<file path="src/rtl/led_pattern_sched.sv">
// led_pattern_sched: DIP-selected knight-rider sweep / triple blink sequencer for a 4-LED bank,
// with pattern changes only at sequence boundaries and push-buttons OR-ed over the output.
module led_pattern_sched #(
  parameter int STEP_CYCLES  = 5000000,
  parameter int BLINK_CYCLES = 8000000,
  parameter int SEQ_W        = 8
) (
  input  logic             clk,
  input  logic             rst_n,
  input  logic [3:0]       dip_i,
  input  logic [3:0]       p_i,
  output logic [3:0]       led_o,
  output logic [1:0]       mode_o,
  output logic             seq_done_o,
  output logic [SEQ_W-1:0] seq_count_o
);
  localparam int MAX_CYC = STEP_CYCLES > BLINK_CYCLES ? STEP_CYCLES : BLINK_CYCLES;
  localparam int PW = MAX_CYC > 1 ? $clog2(MAX_CYC) : 1;
  localparam logic [PW-1:0] STEP_LAST  = PW'(STEP_CYCLES - 1);
  localparam logic [PW-1:0] BLINK_LAST = PW'(BLINK_CYCLES - 1);
  localparam logic [7:0][3:0] SWEEP_PAT = {4'b0000, 4'b0001, 4'b0010, 4'b0100,
                                           4'b1000, 4'b0100, 4'b0010, 4'b0001};
  typedef enum logic [1:0] {IDLE = 2'b00, SWEEP = 2'b01, BLINK = 2'b10} state_t;
  state_t           state_q, state_d, target;
  logic [3:0]       dip_m_q, dip_s_q, p_m_q, p_s_q, led_q, pat;
  logic [PW-1:0]    presc_q, presc_d;
  logic [2:0]       step_q, step_d;
  logic [SEQ_W-1:0] cnt_q;
  logic             term, seq_end, reload;
  assign target  = dip_s_q == 4'b1001 ? SWEEP : dip_s_q == 4'b0000 ? IDLE : BLINK;
  assign term    = presc_q == (state_q == SWEEP ? STEP_LAST : BLINK_LAST);
  assign seq_end = state_q != IDLE && term && step_q == (state_q == SWEEP ? 3'd7 : 3'd5);
  // The decode is only sampled in IDLE or at a sequence end, so a pattern is never cut short.
  assign reload  = state_q == IDLE || seq_end;
  assign pat     = state_q == SWEEP ? SWEEP_PAT[step_q] :
                   state_q == BLINK && !step_q[0] ? 4'b1111 : 4'b0000;
  always_comb begin
    state_d = state_q;
    presc_d = term ? '0 : presc_q + 1'b1;
    step_d  = term ? step_q + 3'd1 : step_q;
    state_d = reload ? target : state_d;
    presc_d = reload ? '0 : presc_d;
    step_d  = reload ? '0 : step_d;
  end
  always_ff @(posedge clk or negedge rst_n) begin
    if (!rst_n) begin
      dip_m_q <= '0;
      dip_s_q <= '0;
      p_m_q   <= '0;
      p_s_q   <= '0;
      state_q <= IDLE;
      presc_q <= '0;
      step_q  <= '0;
      led_q   <= '0;
      cnt_q   <= '0;
    end else begin
      dip_m_q <= dip_i;
      dip_s_q <= dip_m_q;
      p_m_q   <= p_i;
      p_s_q   <= p_m_q;
      state_q <= state_d;
      presc_q <= presc_d;
      step_q  <= step_d;
      led_q   <= pat | p_s_q;
      cnt_q   <= cnt_q + SEQ_W'(seq_end);
    end
  end
  assign led_o       = led_q;
  assign mode_o      = state_q;
  assign seq_done_o  = seq_end;
  assign seq_count_o = cnt_q;
endmodule

</file>
<file path="config.mk">
export PLATFORM = sky130hd
export DESIGN_NAME = led_pattern_sched
export DESIGN_NICKNAME = d
export VERILOG_FILES = /design/src/rtl/led_pattern_sched.sv
export SDC_FILE = /design/constraint.sdc
export NUM_CORES = 1
export LEC_CHECK = 0
export ABC_AREA = 1
export BUFFER_PORTS_ARGS = -buffer_cell sky130_fd_sc_hd__buf_2
export CELL_PAD_IN_SITES_DETAIL_PLACEMENT = 0
export CELL_PAD_IN_SITES_GLOBAL_PLACEMENT = 1
export CORE_ASPECT_RATIO = 0.75
export CORE_MARGIN = 2
export CORE_UTILIZATION = 45
export CTS_BUF_LIST = sky130_fd_sc_hd__clkbuf_4 sky130_fd_sc_hd__clkbuf_8
export DETAILED_ROUTE_END_ITERATION = 16
export PLACE_DENSITY_LB_ADDON = 0.15
export SKIP_LAST_GASP = 1
export SLEW_MARGIN = 10
export SYNTH_ARGS = -nofsm -noshare
export SYNTH_HDL_FRONTEND = slang
export SYNTH_SLANG_ARGS = --single-unit
</file>
<file path="constraint.sdc">
create_clock -name clk -period 2.3 [get_ports clk]
set_clock_uncertainty 0.05 [all_clocks]
set_input_delay 0.115 -clock clk [delete_from_list [all_inputs] [get_ports clk]]
set_output_delay 0.115 -clock clk [all_outputs]
set_load 0.02 [all_outputs]
</file>
After elaboration in Yosys (flattened, before gate mapping)
Memories as Yosys holds them, arrays and structs flattened.
Cells that the tools add are included.
Cells by class
  add/sub/neg operators: 3
  magnitude comparators: 1
  equal/unequal tests: 5
  multiplexer cells: 11
  bitwise gates (word level): 1
  reduce and logical (&&, ||, !) cells: 9
Operators with widths (number)
  two-way mux 23 bit: 2
  adder 23 x 1 -> 23 bit (second input constant): 1
  equality test 23 bit: 1
  two-way mux 22 bit: 1
  two-way mux 4 bit: 3
  adder 8 x 1 -> 8 bit: 1
  two-way mux 2 bit: 3
  two-way mux 3 bit: 2
  equality test 4 bit (second input constant): 1
  logical NOT 4 bit: 1
  less-than comparator 3 x 4 -> 1 bit (second input constant): 1
  OR 4 bit: 1
  nonzero test 2 bit: 2
  adder 3 x 1 -> 3 bit (second input constant): 1
  equality test 3 bit: 1
  logical AND 1 bit: 3
  equality test 2 x 1 -> 1 bit (second input constant): 1
  equality test 2 bit (second input constant): 1
  logical NOT 2 bit: 1
  logical NOT 1 bit: 1
  logical OR 1 bit: 1
Word-level totals
  register bits after elaboration: 56
  bits in read-only memories: 32
  input port bits: 10
  output and inout bits: 15
  word-level logic and storage cells: 40
  memories: 1
Memories
  (no name shown): words 8, width 4, rd ports 1, clocked after Yosys merged registers in 0, write ports 0, line 35  | assign pat = state_q == SWEEP ? SWEEP_PAT[step_q] :

Logic depth before layout (Yosys ltp)
Gate-level depths: netlist of run 1.
  word-level depth: 7
  gate-level depth with buffers: 12

Least setup slack after synthesis of run 1
Ideal clock, no wire load.
  path type: flip-flop to flip-flop
  from: register presc_q[0]
  to: register cnt_q[6] (netlist: seq_count_o[6])
  arrival time: 2067 ps
  slack: 103 ps
  stages on the path, launching flop included: 13
  path buffers: 0
  cells stage by stage: dfrtp_1 ha_1 nand2_1 inv_1 nand3_1 nor2_2 nand4_1 inv_1 ha_1 ha_1 nand3_1 nor3_1 xor2_1
Between the ends
  word-level cells in the longest chain between the ends: 4
RTL lines
  start, declared: line 26  | logic [PW-1:0] presc_q, presc_d;
  start signal, assigned: line 62  | presc_q <= presc_d;
  equality test 23 bit: line 31  | assign term = presc_q == (state_q == SWEEP ? STEP_LAST : BLINK_LAST);
  logical AND 1 bit (2 in series): line 32  | assign seq_end = state_q != IDLE && term && step_q == (state_q == SWEEP ? 3'd7 : 3'd5);
  via seq_done_o: line 14  | output logic seq_done_o,
  adder 8 x 1 -> 8 bit: line 65  | cnt_q <= cnt_q + SEQ_W'(seq_end);
  end signal, assigned: line 65
  end, declared: line 28  | logic [SEQ_W-1:0] cnt_q;
The timed path passes the listed nets, and every way through them passes these cells.
A chain may end at the register's enable or synchronous reset.

Worst setup path after layout of run 1
  from: register presc_q[15]
  to: register cnt_q[6] (netlist: seq_count_o[6])
Between the ends
  word-level cells in the longest chain between the ends: 4
RTL lines (line)
  equality test 23 bit: 31
  logical AND 1 bit (2 in series): 32
  adder 8 x 1 -> 8 bit: 65
No other way between the ends.

==> results of run 1 <==
[cell type report]
cell class	count	share of cell area
Clock buffer	5	0.02165
Clock inverter	3	0.008661
Inverter	45	0.05315
Multi-Input combinational cell	199	0.3504
Sequential cell	56	0.4417
Tap cell	78	0.03071
Timing Repair Buffer	43	0.09370
[power breakdown]
group / leakage, nW / internal (mW) / switching (mW)
Clock: 0.0463 / 0.225 / 0.358
Combinational: 0.791 / 0.128 / 0.197
Sequential: 0.700 / 1.06 / 0.0723
Total: 1.54 / 1.42 / 0.628
[per-stage QoR]
step / TNS (ps) / std cells / hold slack, ps / total power [mW]
after global placement: 0 / 406 / 121.0 / 1.453
after floorplan: 0 / 302 / -230.6 / 1.363
after CTS: 0 / 423 / 312.3 / 2.050
after detailed placement: 0 / 406 / 138.7 / 1.457
final: 0 / 429 / 293.7 / 2.044
after global routing: -33.88 / 429 / 319.5 / 2.164
[layout by cell type, fill, tap and decap left out, drive strengths merged]
| master | Yosys | layout |
|---|---|---|
| a21oi | 5 | 5 |
| buf | 2 | 34 |
| clkbuf | 0 | 5 |
| clkinv | 0 | 1 |
| clkinvlp | 0 | 1 |
| dfrtp | 56 | 56 |
| dlygate4sd3 | 0 | 9 |
| ha | 8 | 8 |
| inv | 45 | 46 |
| nand2 | 71 | 71 |
| nand3 | 17 | 17 |
| nand3b | 6 | 6 |
| nand4 | 5 | 5 |
| nor2 | 49 | 49 |
| nor3 | 17 | 17 |
| nor4 | 1 | 1 |
| o21a | 1 | 1 |
| o21ai | 4 | 4 |
| o21bai | 1 | 1 |
| xnor2 | 2 | 2 |
| xor2 | 12 | 12 |
[state kept, by name (all words and copies together) (netlist names)]
name         cells
p_s_q            4
led_o            4
dip_m_q          4
mode_o           2
presc_q         23
p_m_q            4
step_q           3
dip_s_q          4
seq_count_o      8
[cell families (layout without fill, tap and decap cells)]
group,count (synthesis),after routing,share of synthesized area
flops,56,56,0.5246
buf+inv,47,96,0.07166
compound gates,11,11,0.02389
fa+ha+maj,8,8,0.03747
xor+xnor,14,14,0.04590
simple gates,166,166,0.2965
[worst max-delay path, delay by kind of cell, from the launching register on]
family	cells	cell delay, ps
fa+ha+maj	2	380
buf+inv	2	200
xor+xnor	1	150
simple gates	7	840
flops	1	460
[how the worst max path moves through the flow]
stage,start,end,slack [ps],cells after the start
final,presc_q[15],seq_count_o[6],170,12
after global routing,mode_o[1],seq_count_o[6],-30,12
after CTS,presc_q[0],seq_count_o[6],60,12
after detailed placement,presc_q[0],seq_count_o[6],100,12
after global placement,presc_q[0],seq_count_o[7],190,12
after floorplan,presc_q[0],seq_count_o[6],100,12
[what timing repair did]
item                                    CTS  global route
hold buffers                              9             0
endpoints found under the setup margin    0             4
gates resized for setup                   0            13
buffers inserted                          0             6
endpoints found under the hold margin    36             0
[layer usage]
metal	routed length [um]	vias up
met2	2193	39
li1	-	1031
met4	42	0
met1	3050	932
met5	0	-
met3	250	5
==> qor.txt, run 1 <==
RUN STATUS
--------------------------------------------------------------------------------
Outcome                                                             finished clean

SYNTHESIS
--------------------------------------------------------------------------------
Most frequent cells after synthesis                                 67 x nand2_1, 56 x dfrtp_1, 46 x nor2_1, 42 x inv_1, 16 x nand3_1
Library cells used by synthesis                                               25
Ranking of synthesized cells by area                                dfrtp_1 52%, nand2_1 9.4%, nor2_1 6.5%
Most frequent cell after synthesis                                       nand2_1
Asr flop ratio synth                                                       1.000
Post-synth EDFFs                                                               0
Number of cells produced by synthesis                                        302
Leading register cell type out of synthesis                              dfrtp_1
Number of synthesized register bits                                           56
Yosys synthesis warning count                                                  0
Library cell with the largest summed area after synthesis                dfrtp_1
Fraction of post-synthesis cell area in the top cell type by area         0.5246
Nets in the synthesized netlist                                              320
Sequential share of the synthesized area                                  0.5246
Mean instance size in the synthesized netlist                          8.845 um2
Syn Std Cell Area                                                   0.002671 mm2

LAYOUT
--------------------------------------------------------------------------------
Area added between synthesis and finish                                   18.97%
Post-Route Utilization                                                    0.5512
Antenna diode instance count                                                   0
Final standard cell area without fillers                            0.003178 mm2
FF/Latch Area                                                       0.001404 mm2
Share of cells above drive strength 1                                     0.2137
Multi-input logic area                                              0.001114 mm2
Nets@finish                                                                  368
Number of fillers in the final layout                                        548

STA
--------------------------------------------------------------------------------
Max-slew headroom at the worst pin                                        0.5656
Min Clock Period, post-route                                             2127 ps
Maximum clock frequency                                                470.0 MHz
Period utilisation layout                                                 0.9250
Number of setup violations in the final report                                 0
Unrepaired setup endpoints after global routing                              yes
Final Hold Vio Count                                                           0
Count of pins over their slew limit                                            0
Worst Setup Slack, final                                                172.5 ps
Worst-Margin Slew                                                       651.7 ps

HOLD PATH
--------------------------------------------------------------------------------
Class of the most critical hold timing path                             in2async

DIE
--------------------------------------------------------------------------------
Number of core rows                                                           24
Core outline area                                                   0.005766 mm2
Die Area                                                            0.006575 mm2
Y dimension of the die                                                  70.73 um
I/O Pins                                                                      25
Starting Density                                                          0.4633
Die extent in x                                                         92.97 um

ROUTE
--------------------------------------------------------------------------------
Via count                                                                   2007
Post-DRT Antenna Nets                                                          0
Detailed Routing Iterations Pass 1                                             4
DRC viols                                                                      0
Initial DRC Count                                                             97
Total routed wirelength                                                  5536 um
Number of vias per cell                                                    4.678
DR WL/cell                                                              12.90 um

GRT
--------------------------------------------------------------------------------
Global-route wire length before repair                                   9494 um
Number of antenna violations at the first check in global routing              0
Overall track demand over capacity in global routing                      0.1849
Maximum number of pins on one net before global-route repair                  30
Vias in the first global route                                              1940
Total global routing overflow                                                  0
Met2 track demand over resource in global routing                         0.2520
Global-route met1 utilization                                             0.3002
GR Layer Usage met3                                                      0.03514
Busiest grt layer                                                           met1

CLOCKING
--------------------------------------------------------------------------------
Clock tree from TritonCTS                                                    yes
Clock transition at path regs                                             110 ps
# H-tree levels                                                                2
Number of buffers added by the clock tree synthesis step                       5
Buffer levels on the longest clock path                                        2
Clock latency at the later pin of the worst-skew pair                     320 ps
Root Buffer Master                                                      clkbuf_8
Clock sink count                                                              56

PLACEMENT
--------------------------------------------------------------------------------
PortBufs                                                                      24
Routability congestion estimate from global placement                     0.8664
HPWL after detailed placement                                            4013 um
Setup slack at placement                                                95.31 ps
Placement-stage cell area                                           0.002909 mm2

SETUP PATH
--------------------------------------------------------------------------------
Required @ worst endpoint                                                2510 ps
Launch point of the worst reg-to-reg path                            presc_q[15]
Worst endpoint data arrival time                                         2330 ps
Maximum cell stage delay along the critical path                          460 ps
Maximum fanout along the worst path                                            5
Register-to-register setup slack                                          170 ps
Type of the setup path with the least slack                              reg2reg
Worst reg2reg endpoint                                              seq_count_o[6]
Number of cell instances on the worst register-to-register path               12
Crit path cell chain                                                inv_1 -> nand2_1 -> nor2_1 -> nand2_1 -> nor2_4 -> nand4_1 -> inv_1 -> ha_2 -> ha_2 -> nand3_2 -> nor3_2 -> xor2_1
Slowest stage cell on the critical path                                  dfrtp_1
Element type at the critical path start                                     flop
Worst Setup End Kind                                                        flop

FLOW RUN
--------------------------------------------------------------------------------
Max-capacitance violation count                                                0

PWR
--------------------------------------------------------------------------------
P per Cell Area                                                     643.0 mW/mm2
Worst IR drop on VDD                                                    334.5 uV
Static power due to leakage                                             1.537 nW

(Power assumes the default switching activity.)
==> run 2, diff against run 1 <==
CAP_MARGIN = 20   (was not set)
REMOVE_ABC_BUFFERS = 1   (was not set)
SLEW_MARGIN = 20   (was 10)
==> qor.txt, run 2 (same netlist as run 1, synthesis figures left out) <==
RUN STATUS
--------------------------------------------------------------------------------
Outcome                                                             finished clean

STA
--------------------------------------------------------------------------------
Period utilisation layout                                                 0.9343
Worst-Margin Slew                                                       695.7 ps
Max-slew headroom at the worst pin                                        0.5362
Count of pins over their slew limit                                            0
Number of setup violations in the final report                                 0
Final Hold Vio Count                                                           0
Min Clock Period, post-route                                             2149 ps
Hold slack                                                              307.9 ps
Maximum clock frequency                                                465.4 MHz

SETUP PATH
--------------------------------------------------------------------------------
Worst endpoint data arrival time                                         2340 ps
Worst Setup End Kind                                                        flop
Maximum fanout along the worst path                                            5
Required @ worst endpoint                                                2490 ps
Element type at the critical path start                                     flop
Number of cell instances on the worst register-to-register path               11
Type of the setup path with the least slack                              reg2reg

CLOCKING
--------------------------------------------------------------------------------
# H-tree levels                                                                2
Clock latency at the later pin of the worst-skew pair                     310 ps
Clock tree from TritonCTS                                                    yes
Buffer levels on the longest clock path                                        2
Root Buffer Master                                                      clkbuf_8
Clock transition at path regs                                             110 ps
Number of buffers added by the clock tree synthesis step                       5
Clock sink count                                                              56

PLACEMENT
--------------------------------------------------------------------------------
PortBufs                                                                      24
Placed cell count                                                            406
Routability congestion estimate from global placement                     0.9410
HPWL after detailed placement                                            3887 um
Placement-stage cell area                                           0.002897 mm2

LAYOUT
--------------------------------------------------------------------------------
Highest-count cells in the layout ignoring fill and taps            64 x nand2_1, 54 x dfrtp_1, 44 x nor2_1
Commonest non-fill, non-tap cell in the layout                           nand2_1
Share of cells above drive strength 1                                     0.2149
Antenna diode instance count                                                   0
Final standard cell area without fillers                            0.003157 mm2
Multi-input logic area                                              0.001124 mm2
Area added between synthesis and finish                                   18.17%
Nets@finish                                                                  366
Max reg flops                                                                 23
Number of fillers in the final layout                                        557
Non-Filler Instances                                                         427
FF/Latch Area                                                       0.001404 mm2
Largest Register                                                         presc_q

HOLD PATH
--------------------------------------------------------------------------------
Worst hold path stage count                                                    0
Class of the most critical hold timing path                              reg2reg

DIE
--------------------------------------------------------------------------------
Starting Density                                                          0.4633
I/O Pins                                                                      25
Number of core rows                                                           24
Die Area                                                            0.006575 mm2
Die extent in x                                                         92.97 um
Core outline area                                                   0.005766 mm2
Y dimension of the die                                                  70.73 um

ROUTE
--------------------------------------------------------------------------------
Via count                                                                   1995
DR WL/cell                                                              12.60 um
Post-DRT Antenna Nets                                                          0
Initial DRC Count                                                            112
Top routing layer used                                                      met4
DRC viols                                                                      0
Number of vias per cell                                                    4.672
Met3 routed wirelength                                                    172 um
Length of routed wiring on met1                                          2998 um
Met2 Wirelength                                                          2166 um
Total routed wirelength                                                  5382 um
Detailed Routing Iterations Pass 1                                             4

FLOW RUN
--------------------------------------------------------------------------------
Max-capacitance violation count                                                0

GRT
--------------------------------------------------------------------------------
Maximum number of pins on one net before global-route repair                  57
Overall track demand over capacity in global routing                      0.1799
Total global routing overflow                                                  0
Number of antenna violations at the first check in global routing              0
Vias in the first global route                                              1877
Global-route wire length before repair                                   9080 um

PWR
--------------------------------------------------------------------------------
Static power due to leakage                                             1.518 nW
P per Cell Area                                                     640.5 mW/mm2
Post-route total power                                                  2.022 mW
Worst IR drop on VDD                                                    260.3 uV

run 2: cell count changes in the layout (fill, tap and decap cells not counted):
| cell | delta |
|---|---|
| clkinvlp_4 | +1 |
| nor2_2 | +3 |
| buf_4 | -1 |
| buf_12 | -1 |
| inv_8 | -1 |
| nor2_1 | -2 |
| ha_2 | -1 |
| ha_4 | +1 |
| nor2_4 | -1 |
run 2: area by class of cell:
class                           count  area share
Clock buffer                        5     0.02180
Clock inverter                      3    0.007531
Inverter                           45     0.05351
Multi-Input combinational cell    199      0.3559
Sequential cell                    56      0.4447
Tap cell                           78     0.03092
Timing Repair Buffer               41     0.08561
run 2: power by group:
group          internal [mW]  switching (mW)  leakage (nW)
logic                  0.135           0.198         0.778
registers               1.06          0.0739         0.700
clock network          0.217           0.335        0.0404
total                   1.41           0.607          1.52
run 2: path summary, 6_finish.rpt:
check | start | endpoint | slack [ps]
max in group asynchronous | rst_n | presc_q[6] | 1280
hold / removal | dip_m_q[3] | dip_s_q[3] | 310
min in group asynchronous | rst_n | presc_q[0] | 400
hold reg to reg | dip_m_q[3] | dip_s_q[3] | 310
setup / recovery | presc_q[18] | seq_count_o[6] | 150
setup reg to reg | presc_q[18] | seq_count_o[6] | 150
run 2: metrics by stage:
step / setup TNS (ps) / utilization / setup slack, ps
CTS: 0 / 0.5341 / 46.88
floorplan: 0 / - / 103.0
finish: 0 / 0.5475 / 151.2
global placement: 0 / 0.5024 / 133.9
global route: -4.601 / 0.5475 / -4.601
detailed placement: 0 / 0.5024 / 83.91
run 2: critical path, stage by stage (launching register included):
cell and delay, ps:
dfrtp_1 420, inv_1 70, nor3_1 230, nand3_1 130, nand2_2 110, nand4_1 150, inv_1 130, ha_4 150
ha_2 200, nand3_2 90, nor3_2 200, xor2_1 150
run 2: timing repair:
action	in CTS	in global routing
endpoints found under the hold margin	64	0
hold buffers	9	0
gates resized for setup	0	15
setup buffers	0	4
setup endpoints to repair	0	4
run 2: per-layer routing:
layer / track usage / vias up
met5: 0 / -
met1: 0.2836 / 930
met3: 0.05005 / 4
met4: 0.04575 / 0
li1: - / 1031
met2: 0.2440 / 30
==> run 3, diff against run 2 <==
BUFFER_PORTS_ARGS = not set   (was -buffer_cell sky130_fd_sc_hd__buf_2)
DONT_BUFFER_PORTS = 1   (was not set)
==> qor.txt, run 3 (same netlist as run 1, synthesis figures left out) <==
DIE
--------------------------------------------------------------------------------
Y dimension of the die                                                  70.73 um
Starting Density                                                          0.4633
Number of core rows                                                           24
Core outline area                                                   0.005766 mm2
Die extent in x                                                         92.97 um
Die Area                                                            0.006575 mm2
I/O Pins                                                                      25

STA
--------------------------------------------------------------------------------
Maximum clock frequency                                                462.7 MHz
Hold slack                                                              278.5 ps
Count of pins over their slew limit                                            0
Period utilisation layout                                                 0.9397
Min Clock Period, post-route                                             2161 ps
Final Hold Vio Count                                                           0
Number of setup violations in the final report                                 0
Worst Setup Slack, final                                                138.7 ps
Max-slew headroom at the worst pin                                        0.7521
Worst-Margin Slew                                                       369.9 ps

SETUP PATH
--------------------------------------------------------------------------------
Maximum fanout along the worst path                                            3
Element type at the critical path start                                     flop
Worst Setup End Kind                                                        flop
Worst endpoint data arrival time                                         2360 ps
Required @ worst endpoint                                                2500 ps
Type of the setup path with the least slack                              reg2reg

LAYOUT
--------------------------------------------------------------------------------
Nets@finish                                                                  343
Max reg flops                                                                 23
Largest Register                                                         presc_q
Commonest non-fill, non-tap cell in the layout                           nand2_1
Number of fillers in the final layout                                        537
Antenna diode instance count                                                   0
Final standard cell area without fillers                            0.003060 mm2
Non-Filler Instances                                                         404
Area added between synthesis and finish                                   14.57%
Post-Route Utilization                                                    0.5308
Highest-count cells in the layout ignoring fill and taps            66 x nand2_1, 54 x dfrtp_1, 45 x nor2_1
Share of cells above drive strength 1                                     0.1503

CLOCKING
--------------------------------------------------------------------------------
Buffer levels on the longest clock path                                        2
Clock tree from TritonCTS                                                    yes
Number of buffers added by the clock tree synthesis step                       5
Clock transition at path regs                                             110 ps
# H-tree levels                                                                2
Root Buffer Master                                                      clkbuf_8
Clock sink count                                                              56
Clock latency at the later pin of the worst-skew pair                     310 ps

ROUTE
--------------------------------------------------------------------------------
Initial DRC Count                                                            110
DR WL/cell                                                              13.08 um
Number of vias per cell                                                    4.671
Detailed Routing Iterations Pass 1                                             4
Via count                                                                   1887
Total routed wirelength                                                  5286 um
Post-DRT Antenna Nets                                                          0
DRC viols                                                                      0

PWR
--------------------------------------------------------------------------------
Static power due to leakage                                             1.435 nW
Worst IR drop on VDD                                                    275.6 uV
P per Cell Area                                                     660.7 mW/mm2

GRT
--------------------------------------------------------------------------------
Number of antenna violations at the first check in global routing              0
Maximum number of pins on one net before global-route repair                  57
Overall track demand over capacity in global routing                      0.1741
Total global routing overflow                                                  0
Vias in the first global route                                              1763
Global-route wire length before repair                                   8797 um

RUN STATUS
--------------------------------------------------------------------------------
Outcome                                                             finished clean

PLACEMENT
--------------------------------------------------------------------------------
HPWL after detailed placement                                            3843 um
PortBufs                                                                       0
Placed cell count                                                            385
Routability congestion estimate from global placement                     0.9652
Placement-stage cell area                                           0.002799 mm2
Setup slack at placement                                                73.33 ps

HOLD PATH
--------------------------------------------------------------------------------
Class of the most critical hold timing path                             in2async

FLOW RUN
--------------------------------------------------------------------------------
Max-capacitance violation count                                                0

-- run 3: changes by cell type in the layout (fill, tap and decap cells not counted), moves of 2 or more --
cell | previous run | this run
buf_2 | 24 | 0
nor2_2 | 4 | 2
nand2_1 | 64 | 66
nand2_2 | 5 | 3
-- run 3: critical path, cell delays in order (launching register included) --
cell     delay, ps
dfrtp_1        390
ha_2           200
nand2_1         50
inv_1           90
nand3_2        110
nor2_4         110
nand4_1        140
inv_1          110
ha_2           210
ha_2           200
nand3_2        100
nor3_2         180
xor2_1         150
-- run 3: per-layer routing --
layer,GRT usage,vias to the layer above,wire length [um],part of all wire
met3,0.05112,2,248,0.047
li1,-,985,-,-
met4,0.03922,0,29,0.0055
met1,0.2902,867,2886,0.55
met5,0,-,0,0
met2,0.2182,33,2122,0.40
-- run 3: path summary, 6_finish.rpt --
check | from | end | slack, ps | cells past startpoint
max | presc_q[0] | seq_count_o[6] | 140 | 12
min | rst_n | presc_q[22] | 280 | 2
max reg2reg | presc_q[0] | seq_count_o[6] | 140 | 12
min reg2reg | dip_m_q[0] | dip_s_q[0] | 310 | 0
max in group asynchronous | rst_n | presc_q[6] | 1660 | 2
min in group clk | dip_i[3] | dip_m_q[3] | 300 | 1
-- run 3: stage by stage --
step	TNS, ps	power, mW
finish	0	2.022
global route	-29.16	2.148
CTS	0	2.042
detailed placement	0	1.429
global placement	0	1.426
floorplan	0	1.363
-- run 3: where the power goes --
group	switching (mW)	internal, mW
registers	0.0769	1.06
clock network	0.343	0.224
logic	0.192	0.122
-- run 3: what timing repair did --
| item | 4_1_cts | 5_1_grt |
|---|---|---|
| setup endpoints to repair | 0 | 3 |
| gates resized for setup | 0 | 12 |
| buffers inserted | 0 | 1 |
| hold buffers | 10 | 0 |
| hold endpoints to repair | 64 | 0 |
-- run 3: area by class of cell --
class,count,area (um2),share of cell area
flip-flops and latches,56,1404,0.4587
multi-input cells,199,1116,0.3647
repair buffers,18,177.7,0.05805
inverters,45,168.9,0.05519
well taps,78,97.59,0.03189
clock buffers,5,68.82,0.02249
clock inverters,3,27.53,0.008994
